[src/rtl/shared_detect_sched.sv]
// shared_detect_sched
//   Round-robin arbiter that grants one requester at a time a frame on a
//   shared serial path, and counts every third '1' seen on the granted
//   requester's data bit during that frame.
//
// Ports
//   clk        rising-edge clock
//   rst        synchronous, active-high reset
//   req[3:0]   per-requester request, held high for the whole frame
//   bit_in[3:0] per-requester serial data bit (only the owner's is used)
//   last[3:0]  per-requester end-of-frame marker
//   gnt[3:0]   registered one-hot grant, zero when nobody owns the path
//   owner[1:0] registered index of the grantee, meaningful while |gnt
//   det        combinational pulse on every third '1' of the granted frame
//   done       registered one-cycle frame-complete pulse
//   trip_cnt   det pulses counted in the finished frame (valid with done)
//   aborted    with done: 1 when the frame ended because req dropped
//   state_dbg  current arbiter state, for observation only
//
// Handshake: a requester raises req[i] and keeps it high; gnt[i] rising is
// the acceptance. Every cycle with gnt[i]=1 and req[i]=1 is one consumed
// beat of bit_in[i]/last[i]. Lowering req[i] while granted abandons the
// frame; that cycle's beat is discarded. After each frame the path is idle
// for two cycles (GAP, IDLE) before the next grant.

module shared_detect_sched #(
   parameter int MAX_BEATS = 16
) (
   input  logic       clk,
   input  logic       rst,
   input  logic [3:0] req,
   input  logic [3:0] bit_in,
   input  logic [3:0] last,
   output logic [3:0] gnt,
   output logic [1:0] owner,
   output logic       det,
   output logic       done,
   output logic [3:0] trip_cnt,
   output logic       aborted,
   output logic [1:0] state_dbg
);

   typedef enum logic [1:0] {
      IDLE = 2'd0,
      RUN  = 2'd1,
      GAP  = 2'd2
   } state_t;

   typedef enum logic [1:0] {
      P0 = 2'd0,
      P1 = 2'd1,
      P2 = 2'd2
   } phase_t;

   localparam logic [3:0] LAST_BEAT = 4'(MAX_BEATS - 1);

   state_t     state_q, state_d;
   phase_t     phase_q, phase_d, phase_after;
   logic [1:0] ptr_q, ptr_d;
   logic [3:0] beat_q, beat_d;
   logic [3:0] acc_q, acc_d, acc_after;
   logic [3:0] gnt_q, gnt_d;
   logic [1:0] owner_q, owner_d;
   logic       done_q, done_d;
   logic [3:0] trip_q, trip_d;
   logic       abort_q, abort_d;

   logic       pick_valid;
   logic [1:0] pick_idx;
   logic [1:0] cand;
   logic       own_bit, own_req, own_last;
   logic       det_c;

   // Round-robin search starting at ptr. Walking the offsets from highest
   // to lowest lets the lowest offset with a request overwrite the rest.
   always_comb begin
      pick_valid = 1'b0;
      pick_idx   = 2'd0;
      cand       = 2'd0;
      for (int k = 3; k >= 0; k--) begin
         cand = ptr_q + 2'(k);
         if (req[cand]) begin
            pick_valid = 1'b1;
            pick_idx   = cand;
         end
      end
   end

   assign own_bit  = bit_in[owner_q];
   assign own_req  = req[owner_q];
   assign own_last = last[owner_q];

   // A dropped request suppresses the pulse even when the bit would complete
   // a group of three; that beat is not part of the frame.
   assign det_c = (state_q == RUN) && (phase_q == P2) && own_bit && own_req;

   always_comb begin
      phase_after = phase_q;
      if (own_bit) begin
         case (phase_q)
            P0:      phase_after = P1;
            P1:      phase_after = P2;
            default: phase_after = P0;
         endcase
      end
   end

   assign acc_after = (det_c && (acc_q != 4'd15)) ? acc_q + 4'd1 : acc_q;

   always_comb begin
      state_d = state_q;
      phase_d = phase_q;
      ptr_d   = ptr_q;
      beat_d  = beat_q;
      acc_d   = acc_q;
      gnt_d   = gnt_q;
      owner_d = owner_q;
      done_d  = 1'b0;
      trip_d  = 4'd0;
      abort_d = 1'b0;
      case (state_q)
         IDLE: begin
            gnt_d = 4'd0;
            if (pick_valid) begin
               state_d = RUN;
               gnt_d   = 4'b0001 << pick_idx;
               owner_d = pick_idx;
               beat_d  = 4'd0;
               phase_d = P0;
               acc_d   = 4'd0;
            end
         end
         RUN: begin
            if (!own_req) begin
               // Abort wins over a simultaneous last: beat is discarded.
               state_d = GAP;
               gnt_d   = 4'd0;
               done_d  = 1'b1;
               abort_d = 1'b1;
               trip_d  = acc_q;
            end else begin
               phase_d = phase_after;
               acc_d   = acc_after;
               beat_d  = beat_q + 4'd1;
               if (own_last || (beat_q == LAST_BEAT)) begin
                  state_d = GAP;
                  gnt_d   = 4'd0;
                  done_d  = 1'b1;
                  trip_d  = acc_after;
               end
            end
         end
         GAP: begin
            gnt_d   = 4'd0;
            ptr_d   = owner_q + 2'd1;
            state_d = IDLE;
         end
         default: begin
            state_d = IDLE;
            gnt_d   = 4'd0;
         end
      endcase
   end

   always_ff @(posedge clk) begin
      if (rst) begin
         state_q <= IDLE;
         phase_q <= P0;
         ptr_q   <= 2'd0;
         beat_q  <= 4'd0;
         acc_q   <= 4'd0;
         gnt_q   <= 4'd0;
         owner_q <= 2'd0;
         done_q  <= 1'b0;
         trip_q  <= 4'd0;
         abort_q <= 1'b0;
      end else begin
         state_q <= state_d;
         phase_q <= phase_d;
         ptr_q   <= ptr_d;
         beat_q  <= beat_d;
         acc_q   <= acc_d;
         gnt_q   <= gnt_d;
         owner_q <= owner_d;
         done_q  <= done_d;
         trip_q  <= trip_d;
         abort_q <= abort_d;
      end
   end

   assign gnt       = gnt_q;
   assign owner     = owner_q;
   assign det       = det_c;
   assign done      = done_q;
   assign trip_cnt  = trip_q;
   assign aborted   = abort_q;
   assign state_dbg = state_q;

endmodule
[config.mk]
export PLATFORM = sky130hd
export DESIGN_NAME = shared_detect_sched
export DESIGN_NICKNAME = d
export VERILOG_FILES = /design/src/rtl/shared_detect_sched.sv
export SDC_FILE = /design/constraint.sdc
export NUM_CORES = 1
export LEC_CHECK = 0
export BUFFER_PORTS_ARGS = -buffer_cell sky130_fd_sc_hd__buf_2
export CORE_MARGIN = 8
export CORE_UTILIZATION = 49
export DETAILED_ROUTE_END_ITERATION = 16
export HOLD_SLACK_MARGIN = 0.02
export PLACE_DENSITY = 0.72
export SKIP_CTS_REPAIR_TIMING = 1
export SYNTH_ARGS = -nofsm -noshare
export SYNTH_HDL_FRONTEND = slang
export SYNTH_SLANG_ARGS = --single-unit
[constraint.sdc]
create_clock -name clk -period 1.8 [get_ports clk]
set_input_delay 0.09 -clock clk [delete_from_list [all_inputs] [get_ports clk]]
set_output_delay 0.09 -clock clk [all_outputs]
set_load 0.005 [all_outputs]
# [Word level (Yosys, flattened, before mapping)]
# Index checks and enable logic that the tools add are counted.
[totals] n_memories=0 latchBits=0 rom_bits=0 mem_bits_rw=0 ff_bits=26 in_bits=14
[classes] div_mod_pow=0 bitwise_logic=1 magnitude_cmp=5 reduce_logical=13 eq_ne=10 n_mux=46 n_addsub=6 shift=1 multipliers=0
[ops] operator="4-bit 2-to-1 mux" n=9
[ops] operator="4-bit one-hot mux with 2 select lines" n=3
[ops] operator="2-bit 2-to-1 mux" n=10
[ops] operator="2-bit by 3-bit < comparator with 1-bit output (second input constant)" n=5
[ops] operator="1-bit binary-select mux with 2-bit select" n=7
[ops] operator="1-bit 2-to-1 mux" n=14
[ops] operator="2-bit one-hot mux with 2 select lines" n=3
[ops] operator="4-bit by 1-bit adder with 4-bit output (second input constant)" n=2
[ops] operator="2-bit inequality test (second input constant)" n=3
[ops] operator="2-bit by 1-bit adder with 2-bit output (second input constant)" n=2
[ops] operator="2-bit adder (second input constant)" n=2
[ops] operator="2-bit by 1-bit equality test with 1-bit output (second input constant)" n=2
[ops] operator="2-bit equality test (second input constant)" n=2
[ops] operator="4-bit equality test (second input constant)" n=1
[ops] operator="1-bit logical AND" n=4
[ops] operator="2-bit logical NOT" n=2
[ops] operator="4-bit inequality test (second input constant)" n=1
[ops] operator="2-bit AND reduction" n=2
[ops] operator="4-bit AND reduction" n=1
[ops] operator="1-bit by 2-bit << shifter with 4-bit output (first input constant)" n=1
[ops] operator="3-bit by 2-bit inequality test with 1-bit output (second input constant)" n=1
[ops] operator="3-bit AND reduction" n=1
[ops] operator="2-bit nonzero test" n=1
[ops] operator="2-bit OR reduction" n=1
[ops] operator="other kinds (2)" n=2

# [Longest topological paths before layout]
# Gate-level depths: netlist of the first run.
[logic_depth] ltp_word=10 mapped_depth=7 ltp_nobuf=5

# [Least setup slack after synthesis of the first run]
# OpenSTA, ideal clock, no wires.
[synth_timing] path_kind="register -> register" from="reg owner_q[0], in the netlist owner[0]" to="reg phase_q[0]" stages_incl_launch_ff=7 slack_ps=115 path_buffers=1 arrival_ps=1599 setup_time_ps=86 required_ps=1714 cell_sequence="dfxtp_1 buf_6 mux4_2 and2_4 a21oi_1 nor2_1 a211oi_1"
[synth_via] elab_chain_cells=4 elab_cells_between_ends=7
[synth_lines] element="start, declared" line_no="63" source="logic [1:0] owner_q, owner_d;"
[synth_lines] element="start signal, assigned" line_no="184" source="owner_q <= owner_d;"
[synth_lines] element="1-bit binary-select mux with 2-bit select (on tied branches)" line_no="90, 89"
[synth_lines] element="1-bit 2-to-1 mux (on tied branches)" line_no="90, 89"
[synth_lines] element="2-bit inequality test (no line)"
[synth_lines] element="4-bit AND reduction (no line) (*)"
[synth_lines] element="end signal, assigned" line_no="179" source="phase_q <= phase_d;"
[synth_lines] element="end, declared" line_no="58" source="phase_t phase_q, phase_d, phase_after;"
# Mark *: on every way between the ends. The rest lies on a longest branch, timed or not. The select of a mux whose other input is x is not followed.
# A chain may end at the register's enable or synchronous reset.

# [Worst setup path after layout of the first run]
[layout_timing] from="reg owner_q[0], in the netlist owner[0]" to="out det"
[layout_via] elab_chain_cells=4 elab_cells_between_ends=6
[layout_lines] element="1-bit binary-select mux with 2-bit select" line_no="89" source="assign own_bit = bit_in[owner_q];"
[layout_lines] element="1-bit 2-to-1 mux (implied by the code)" line_no="89"
[layout_lines] element="1-bit logical AND" line_no="95" source="assign det_c = (state_q == RUN) && (phase_q == P2) && own_bit && own_req;"
[layout_lines] element="1-bit logical AND (*)" line_no="95"
[layout_lines] element="end, declared" line_no="36" source="output logic det,"
# Marks and branches as above.

==> metrics, run 1 <==
largest net degree at the start of global routing 20; WHS Path Cells 4; HPWL after detailed placement 2.601 mm; DR pass1 iterations 4; Mean Syn Cell Area 8.883 µm²; mux cell area share after synthesis 8.311%; final worst slack -0.001957 ns; unrepaired setup endpoints after global routing true; port bufs 28; Global Route Usage Sum 13.62%; routed wire length 3.505 mm; DIE WIDTH 70.03 µm; antenna viol nets, final 0; cell breakdown of the critical path or3b_4 > o22ai_4 > and2_4 > buf_6; Multi-input gate area 852.1 µm²; Clk pin slew, worst setup/hold paths 0.15 ns; CP Data Required Time 1.71 ns; number of remaining DRC errors 0; leading area contributor after synthesis dfxtp_1; Placed Area 0.001679 mm²; total number of vias 1345; first-pass GRT wire length 5.796 mm; Worst-Margin Slew 0.4334 ns; CTS sink cnt 26; Power Density 749.8 mW/mm²; final slew viol count 0; Seq/Total Area, Yosys 36.40%; kind of critical path reg -> out; full die area 0.004904 mm²; worst-path fanout max 8; slowest cell delay on critical path 0.41 ns; final hold vios 0; 1st-iter DRT viols 71; post-synthesis adder-cell area fraction 1.750%; Synth top area share 36.40%; fin crit period 1.802 ns; CTS tree yes; fin cells 237; H-tree depth 1; post-synthesis xor/xnor area fraction 1.837%; Worst R2R Path Depth 5; worst flop-to-flop path startpoint owner[0]; Skew-Pair Late Insertion Delay 0.32 ns; Top Ports 29; WL/cell 14.79 µm; n_diodes 0; Levels on crit path 4; effective utilization at floorplan 51.86%; top cells by area, synth dfxtp_1 36%, a21oi_1 6.3%, mux4_2 4.7%, nor2_1 3.7%, nand2_1 3.1%; post-placement cell count 229; dpl ws -0.1012 ns; Die Y 70.03 µm; CTS Buf Count 3; row count 19; start point of the critical path owner[0]; hold path start rst; slowest CP cell dfxtp_4; Logic pwr share 23.3%; Synth Warn # 0; Worst setup EP type primary output; Vias per Instance 5.675; crit start category register; Switch Pwr 0.3685 mW; final core occ 65.47%; EDFF count, synth 0; Yosys reg bits 26; fin crit share 100.1%; number of fill cells 249; CTS root buf clkbuf_4; Sequential Power Share 46.8%; cell count after synthesis 161; Slew Limit Headroom 70.84%; status complete, but fails checks; CTS Buffer Depth 2; worst hold slack 0.1237 ns; vias in the first global route 1272; clock network fraction of design power 29.9%; Core Area 0.002758 mm²; Max VDD drop 0.0004900 V; fin nets 223; gpl congestion 0.8510; area grow syn2layout 26.25%; worst path bufs/invs 1; setup violators final 1; cell internal pwr 0.9852 mW; Max Freq 0.5550 GHz; syn nets 177; CP arrival 1.71 ns; Worst path top cell family by delay simple AND/OR/NAND/NOR gates; GRT overflow 0; post-synthesis compound-gate area fraction 21.78%; Leak Pwr 0.7312 nW; Post-Syn Area 0.001430 mm²; sequential cell area 531.8 µm²; post-synthesis simple-gate area fraction 24.58%; violated checks negative setup slack; Synth async-reset ratio 0%; Hold Path Class in -> reg; share of layout cells above drive strength 1 37.86%; antenna violations before repair 0; Yosys cell types 43; Layout Cell Area excl Fill 0.001805 mm²; main combinational cell family by area after synthesis simple AND/OR/NAND/NOR gates; Clock Skew 0.006286 ns; sw frac 27.22%; maxcap violations 0; ys flop type dfxtp_1
final timing paths:
kind | end | slack [ns]
setup reg to reg | trip_cnt[1] | 0.04
hold / removal | state_dbg[1] | 0.12
hold reg to reg | gnt[3] | 0.48
setup / recovery | det | -0.002
cell usage after synthesis, drive strengths merged, types with 2 or more instances:
cell / n
a211oi: 2
a21boi: 2
a21oi: 18
a221oi: 2
a31oi: 7
a32oi: 2
and2: 3
buf: 7
dfxtp: 26
ha: 2
inv: 5
mux2i: 4
mux4: 3
nand2: 12
nand2b: 3
nand3: 6
nand3b: 3
nand4: 2
nor2: 14
nor2b: 2
nor3: 4
nor3b: 3
o21ai: 6
o22ai: 4
or2: 2
or3: 4
or3b: 3
xor2: 3
sequential cells by signal (all words and copies together), names as in the netlist:
| register | cells |
|---|---|
| acc_q | 4 |
| done | 1 |
| ptr_q | 2 |
| state_dbg | 2 |
| gnt | 4 |
| owner | 2 |
| beat_q | 4 |
| aborted | 1 |
| phase_q | 2 |
| trip_cnt | 4 |
worst reg2reg max path, delay by kind of cell (launching register included):
| family | cells | cell delay (ns) |
|---|---|---|
| simple gates | 3 | 0.86 |
| compound gates | 2 | 0.41 |
| flops | 1 | 0.41 |
cells by family after synthesis:
logic type | count (synthesis)
AND/OR/NAND/NOR | 63
AO/OA/AOI/OAI | 46
adder cells (fa/ha/maj) | 2
flip-flops | 26
multiplexers | 8
XOR/XNOR | 3
buffers and inverters | 13
metal layers:
metal	wire (µm)	part of all wire (%)	global-route usage, %	vias up
li1	-	-	-	684
met1	1682	48	17.46	618
met2	1531	44	21.02	39
met3	242	6.9	4.096	4
met4	48	1.4	4.688	0
met5	0	0	0	-
final cells by class:
type                    instances  area share (%)
clock buffers                   3           1.247
clock inverters                 1           1.663
inverters                       5           1.040
multi-input cells             122           47.19
flip-flops and latches         26           29.45
well taps                      31           2.148
repair buffers                 49           17.26
stage by stage:
stage	total power, mW	TNS [ns]
floorplan	0.8307	0
global placement	0.9303	0
detailed placement	0.9420	-0.7025
CTS	1.344	-1.258
global route	1.420	-0.07105
finish	1.354	-0.001957
power groups by stage:
stage / Clock [mW] / Combinational, mW / Sequential [mW]
floorplan: 0 / 0.200 / 0.631
CTS: 0.412 / 0.298 / 0.633
detailed placement: 0 / 0.297 / 0.645
finish: 0.405 / 0.315 / 0.633
global placement: 0 / 0.287 / 0.643
global route: 0.437 / 0.345 / 0.638
layout by cell type, fill, tap and decap left out, types with 3 or more instances in the layout:
cell       n
or3_1      4
clkbuf_4   3
a31oi_1    6
nor2_1    13
nand2_1   12
inv_1      5
mux2i_1    3
a21oi_1   16
buf_2     27
o21ai_0    4
dfxtp_2    3
nand2b_1   3
nand3b_1   3
and2_4     3
buf_4     19
xor2_1     3
mux4_2     3
nand3_1    5
buf_6      3
nor3_1     4
nor3b_1    3
dfxtp_1   21
(Power assumes the default switching activity.)
==> run 2: changes to the inputs <==
==> constraint.sdc (replaced) <==
create_clock -name clk -period 1.8 [get_ports clk]
set_input_delay 0 -clock clk [delete_from_list [all_inputs] [get_ports clk]]
set_output_delay 0 -clock clk [all_outputs]
set_load 0.005 [all_outputs]
==> run 2 against run 1 <==
Net effect:
- the run now ends clean
- worst hold slack worse by 0.082 ns
- sequential share of layout area is 0.43 points higher
- largest cell class unchanged
- design area shrank 2.1%
- non-clock buffer count decreased by 2
- critical path depth unchanged
- critical path type unchanged
- worst setup slack better by 0.077 ns
- combinational power about the same
- via count unchanged
- largest power group unchanged
==> metrics, run 2 (synthesized netlist as in run 1, its figures left out) <==
status complete, no violations (was complete, but fails checks); Max VDD drop 0.0004790 V (was 0.0004900 V); most common cell after layout, fill and taps aside buf_2 (unchanged); Final Power 1.346 mW (was 1.354 mW); number of remaining DRC errors 0 (unchanged); final core occ 64.07% (was 65.47%); routed wire length 3.417 mm (was 3.505 mm); area grow syn2layout 23.53% (was 26.25%); Hold Path Class in -> reg (unchanged); Max Freq 0.5796 GHz (was 0.5550 GHz); Slew Limit Headroom 71.19% (was 70.84%); fin cells 235 (was 237); Clk pin slew, worst setup/hold paths 0.14 ns (was 0.15 ns); Clock Skew 0.004403 ns (was 0.006286 ns); Leak Pwr 0.7147 nW (was 0.7312 nW); start point of the critical path owner[0] (unchanged); first-pass GRT wire length 5.796 mm (unchanged); antenna viol nets, final 0 (unchanged); fin crit period 1.725 ns (was 1.802 ns); r2r setup slk 0.08 ns (was 0.04 ns); most frequent cells in the layout 28 x buf_2, 22 x dfxtp_1, 17 x a21oi_1, 17 x buf_4, 13 x nor2_1 (was 27 x buf_2, 21 x dfxtp_1, 19 x buf_4, 16 x a21oi_1, 13 x nor2_1); n_diodes 0 (unchanged); Core Area 0.002758 mm² (unchanged); Power Density 762.1 mW/mm² (was 749.8 mW/mm²); gpl congestion 0.8510 (unchanged); worst flop-to-flop path startpoint owner[0] (unchanged); WL/cell 14.54 µm (was 14.79 µm); DIE WIDTH 70.03 µm (unchanged); CTS tree yes (unchanged); Worst R2R Path Depth 5 (unchanged); vias in the first global route 1272 (unchanged); fin nets 221 (was 223); Worst setup EP type primary output (unchanged); worst hold slack 0.04176 ns (was 0.1237 ns); CTS Buf Count 3 (unchanged); post-placement cell count 229 (unchanged); Top Ports 29 (unchanged); final hold vios 0 (unchanged); post-route setup TNS 0 ns (was -0.001957 ns); CP arrival 1.73 ns (was 1.71 ns); total number of vias 1345 (unchanged); Layout Cell Area excl Fill 0.001767 mm² (was 0.001805 mm²); Global Route Usage Sum 13.62% (unchanged); largest net degree at the start of global routing 20 (unchanged); CTS sink cnt 26 (unchanged); setup violators final 0 (was 1); number of fill cells 248 (was 249); CP Data Required Time 1.80 ns (was 1.71 ns); Worst Setup EP det (unchanged); antenna violations before repair 0 (unchanged); Vias per Instance 5.723 (was 5.675); effective utilization at floorplan 51.86% (unchanged); share of layout cells above drive strength 1 35.78% (was 37.86%); maxcap violations 0 (unchanged); CTS root buf clkbuf_4 (unchanged); full die area 0.004904 mm² (unchanged); worst-path fanout max 7 (was 8); 1st-iter DRT viols 56 (was 71); final slew viol count 0 (unchanged); unrepaired setup endpoints after global routing true (unchanged); final worst slack 0.07477 ns (was -0.001957 ns); fin crit share 95.85% (was 100.1%); Placed Area 0.001679 mm² (unchanged); DR pass1 iterations 4 (unchanged); reg-to-reg critical path endpoint trip_cnt[1] (unchanged); Die Y 70.03 µm (unchanged); row count 19 (unchanged); crit start category register (unchanged); slowest CP cell dfxtp_4 (unchanged); CTS Buffer Depth 2 (unchanged); cell breakdown of the critical path or3b_4 > o22ai_4 > and2_4 > buf_2 (was or3b_4 > o22ai_4 > and2_4 > buf_6); slowest cell delay on critical path 0.40 ns (was 0.41 ns); GRT overflow 0 (unchanged); HPWL after detailed placement 2.601 mm (unchanged); Worst-Margin Slew 0.4282 ns (was 0.4334 ns); kind of critical path reg -> out (unchanged); port bufs 28 (unchanged); H-tree depth 1 (unchanged); dpl ws -0.1012 ns (unchanged); Skew-Pair Late Insertion Delay 0.32 ns (about the same)
## run 2: changes by cell type in the layout (fill, tap and decap cells not counted), sizes merged
cell and delta:
clkbuf +1, buf -3
## run 2: cell type report
| type | count | area, µm² | area share [%] |
|---|---|---|---|
| clock buffers | 3 | 22.52 | 1.275 |
| clock inverters | 1 | 30.03 | 1.700 |
| inverters | 5 | 18.77 | 1.062 |
| multi-input cells | 122 | 844.6 | 47.80 |
| flip-flops and latches | 26 | 528.0 | 29.89 |
| well taps | 31 | 38.79 | 2.195 |
| repair buffers | 47 | 284.0 | 16.08 |
## run 2: power breakdown
part / leakage (nW) / internal, mW / switching, mW
logic: 0.474 / 0.156 / 0.160
clock network: 0.0279 / 0.225 / 0.174
registers: 0.213 / 0.603 / 0.0277
total: 0.715 / 0.985 / 0.362
## run 2: worst max-delay path, delay by kind of cell (launching register included)
family                 cells  cell delay, ns
and+or+nand+nor            2            0.63
AOI/OAI and AO/OA          1            0.26
DFF                        1            0.40
buffers and inverters      1            0.12
## run 2: worst min path at each step
stage           startpoint  slack, ns           end  cells after the start
2_1_floorplan          rst       0.21          done                      2
3_3_place_gp          done       0.38          done                      1
3_5_place_dp   trip_cnt[2]       0.38   trip_cnt[2]                      1
4_1_cts                rst       0.03  state_dbg[1]                      4
5_1_grt                rst       0.05          done                      4
6_report               rst       0.04  state_dbg[1]                      4
## run 2: layer usage
layer / global-route usage (%) / wire length [µm]
met5: 0 / 0
met1: 17.46 / 1606
met3: 4.096 / 272
met4: 4.688 / 42
met2: 21.02 / 1495
==> run 3: changes to the inputs <==
- ABC_AREA: unset -> 1
- RECOVER_POWER: unset -> 25
==> run 3 against run 2 <==
Net effect:
- synthesized area rose by 5.1%
- first-iteration DRC count up 21%
- synthesized cell count is 36% higher
- maximum frequency is 11% higher
- highest routed layer is now met3
==> metrics, run 3 <==
antenna violations before repair 0 (unchanged); CTS Buf Count 3 (unchanged); Synth top cells by count 61 x nand2_1, 29 x nand3_1, 26 x dfxtp_1 (was 26 x dfxtp_1, 18 x a21oi_1, 14 x nor2_1); number of remaining DRC errors 0 (unchanged); fin nets 266 (was 221); cell count after synthesis 219 (was 161); Synth async-reset ratio 0% (unchanged); post-synthesis adder-cell area fraction 1.665% (was 1.750%); sw frac 38.30% (was 26.86%); Max VDD drop 0.0006689 V (was 0.0004790 V); total number of vias 1388 (was 1345); EDFF count, synth 0 (unchanged); Sequential Power Share 40.8% (was 46.9%); final core occ 57.61% (was 64.07%); Clk pin slew, worst setup/hold paths 0.15 ns (was 0.14 ns); mux cell area share after synthesis 0% (was 8.311%); leading area contributor after synthesis dfxtp_1 (unchanged); syn nets 235 (was 177); CTS tree yes (unchanged); Synth top area share 34.64% (was 36.40%); H-tree depth 1 (unchanged); CTS sink cnt 26 (unchanged); Yosys reg bits 26 (unchanged); WL/cell 11.22 µm (was 14.54 µm); effective utilization at floorplan 50.46% (was 51.86%); Hold Path Class in -> reg (unchanged); GRT overflow 0 (unchanged); CP Data Required Time 1.80 ns (about the same); Leak Pwr 0.8102 nW (was 0.7147 nW); most frequent cells in the layout 61 x nand2_1, 29 x nand3_1, 24 x dfxtp_1, 22 x buf_2, 21 x inv_1 (was 28 x buf_2, 22 x dfxtp_1, 17 x a21oi_1, 17 x buf_4, 13 x nor2_1); Seq/Total Area, Yosys 34.64% (was 36.40%); Switch Pwr 0.6859 mW (was 0.3616 mW); final slew viol count 0 (unchanged); CTS root buf clkbuf_4 (unchanged); ys flop type dfxtp_1 (unchanged); row count 20 (was 19); antenna viol nets, final 0 (unchanged); Mean Syn Cell Area 6.862 µm² (was 8.883 µm²); gpl congestion 0.8640 (was 0.8510); CP arrival 1.55 ns (was 1.73 ns); Clock Skew 0.01209 ns (was 0.004403 ns); Worst-Margin Slew 0.3500 ns (was 0.4282 ns); Die Y 71.38 µm (was 70.03 µm); post-synthesis xor/xnor area fraction 1.749% (was 1.837%); setup violators final 0 (unchanged); 1st-iter DRT viols 68 (was 56); crit start category register (unchanged); Yosys cell types 29 (was 43); fin crit share 86.24% (was 95.85%); Max Freq 0.6442 GHz (was 0.5796 GHz); worst-path fanout max 7 (unchanged); n_diodes 0 (unchanged); CTS Buffer Depth 2 (unchanged); Skew-Pair Late Insertion Delay 0.33 ns (was 0.32 ns); Vias per Instance 4.922 (was 5.723); final hold vios 0 (unchanged); clock network fraction of design power 22.5% (was 29.7%); post-synthesis simple-gate area fraction 37.22% (was 24.58%); post-route setup TNS 0 ns (unchanged); DIE WIDTH 71.38 µm (was 70.03 µm); first-pass GRT wire length 5.409 mm (was 5.796 mm); Power Density 1044 mW/mm² (was 762.1 mW/mm²); HPWL after detailed placement 2.537 mm (was 2.601 mm); DR pass1 iterations 4 (unchanged); maxcap violations 0 (unchanged); Top Ports 29 (unchanged); Post-Syn Area 0.001503 mm² (was 0.001430 mm²); status complete, no violations (unchanged); kind of critical path reg -> out (unchanged); largest net degree at the start of global routing 16 (was 20); Global Route Usage Sum 12.52% (was 13.62%); Synth Warn # 0 (unchanged); fin crit period 1.552 ns (was 1.725 ns); most common cell in the netlist nand2_1 (was dfxtp_1); Core Area 0.002978 mm² (was 0.002758 mm²); cell internal pwr 1.105 mW (was 0.9848 mW); main combinational cell family by area after synthesis simple AND/OR/NAND/NOR gates (unchanged); area grow syn2layout 14.16% (was 23.53%); top cells by area, synth dfxtp_1 35%, nand2_1 15%, nand3_1 9.7%, a21oi_1 6.3%, inv_1 5.2% (was dfxtp_1 36%, a21oi_1 6.3%, mux4_2 4.7%, nor2_1 3.7%, nand2_1 3.1%); full die area 0.005094 mm² (was 0.004904 mm²); share of layout cells above drive strength 1 22.89% (was 35.78%); routed wire length 3.164 mm (was 3.417 mm); Slew Limit Headroom 76.58% (was 71.19%); unrepaired setup endpoints after global routing false (was true); vias in the first global route 1306 (was 1272); post-synthesis compound-gate area fraction 14.49% (was 21.78%); Logic pwr share 36.7% (was 23.4%); Worst setup EP type primary output (unchanged); most common cell after layout, fill and taps aside nand2_1 (was buf_2); port bufs 28 (unchanged)
==> run 3: worst paths after layout <==
| check | endpoint | slack [ns] | cells past startpoint | startpoint |
|---|---|---|---|---|
| max | det | 0.25 | 7 | owner[1] |
| min reg2reg | gnt[3] | 0.48 | 2 | gnt[3] |
| min | state_dbg[1] | 0.06 | 4 | req[0] |
| max reg2reg | gnt[0] | 0.26 | 11 | owner[1] |
==> run 3: power groups by stage <==
stage	clock network (mW)	logic [mW]	registers (mW)
floorplan	0	0.541	0.714
global placement	0	0.659	0.739
detailed placement	0	0.663	0.741
CTS	0.413	0.667	0.728
global route	0.435	0.749	0.741
finish	0.403	0.657	0.731
==> run 3: per-layer routing <==
metal | routed length (µm) | track usage (%) | up-vias | share of wire [%]
met1 | 1446 | 14.39 | 613 | 46
met3 | 120 | 3.487 | 0 | 3.8
met2 | 1598 | 22.86 | 15 | 51
li1 | - | - | 760 | -
met4 | 0 | 1.386 | 0 | 0
met5 | 0 | 0 | - | 0
==> run 3: kinds of logic after synthesis <==
logic type      count (synthesis)
simple gates                  119
compound gates                 36
buf+inv                        33
flops                          26
xor+xnor                        3
fa+ha+maj                       2
==> run 3: worst max-delay path: stages, from the launching register on <==
cell and delay, ns:
dfxtp_1 0.50, inv_2 0.09, a21oi_2 0.10, o21ai_1 0.10, nand2_4 0.13, nand2_2 0.08, inv_4 0.08, buf_2 0.12
==> run 3: area by class of cell <==
| cell class | instances | area (µm²) |
|---|---|---|
| fill | 293 | 1262 |
| multi-input combinational | 160 | 828.3 |
| sequential | 26 | 523.0 |
| timing repair buffer | 29 | 142.6 |
| inverter | 30 | 127.6 |
| tap | 33 | 41.29 |
| clock inverter | 1 | 30.03 |
| clock buffer | 3 | 22.52 |
==> run 3: through the flow <==
| step | power [mW] | hold slack [ns] | cell area [µm²] | setup slack [ns] | cells |
|---|---|---|---|---|---|
| after floorplan | 1.255 | 0.06244 | 1503 | 0.4229 | 219 |
| after global placement | 1.398 | 0.3560 | 1658 | 0.2096 | 277 |
| after detailed placement | 1.404 | 0.3511 | 1658 | 0.1974 | 277 |
| after CTS | 1.808 | -0.01225 | 1710 | 0.1621 | 281 |
| after global routing | 1.924 | 0.08908 | 1715 | 0.1058 | 282 |
| final | 1.791 | 0.06447 | 1715 | 0.2477 | 282 |
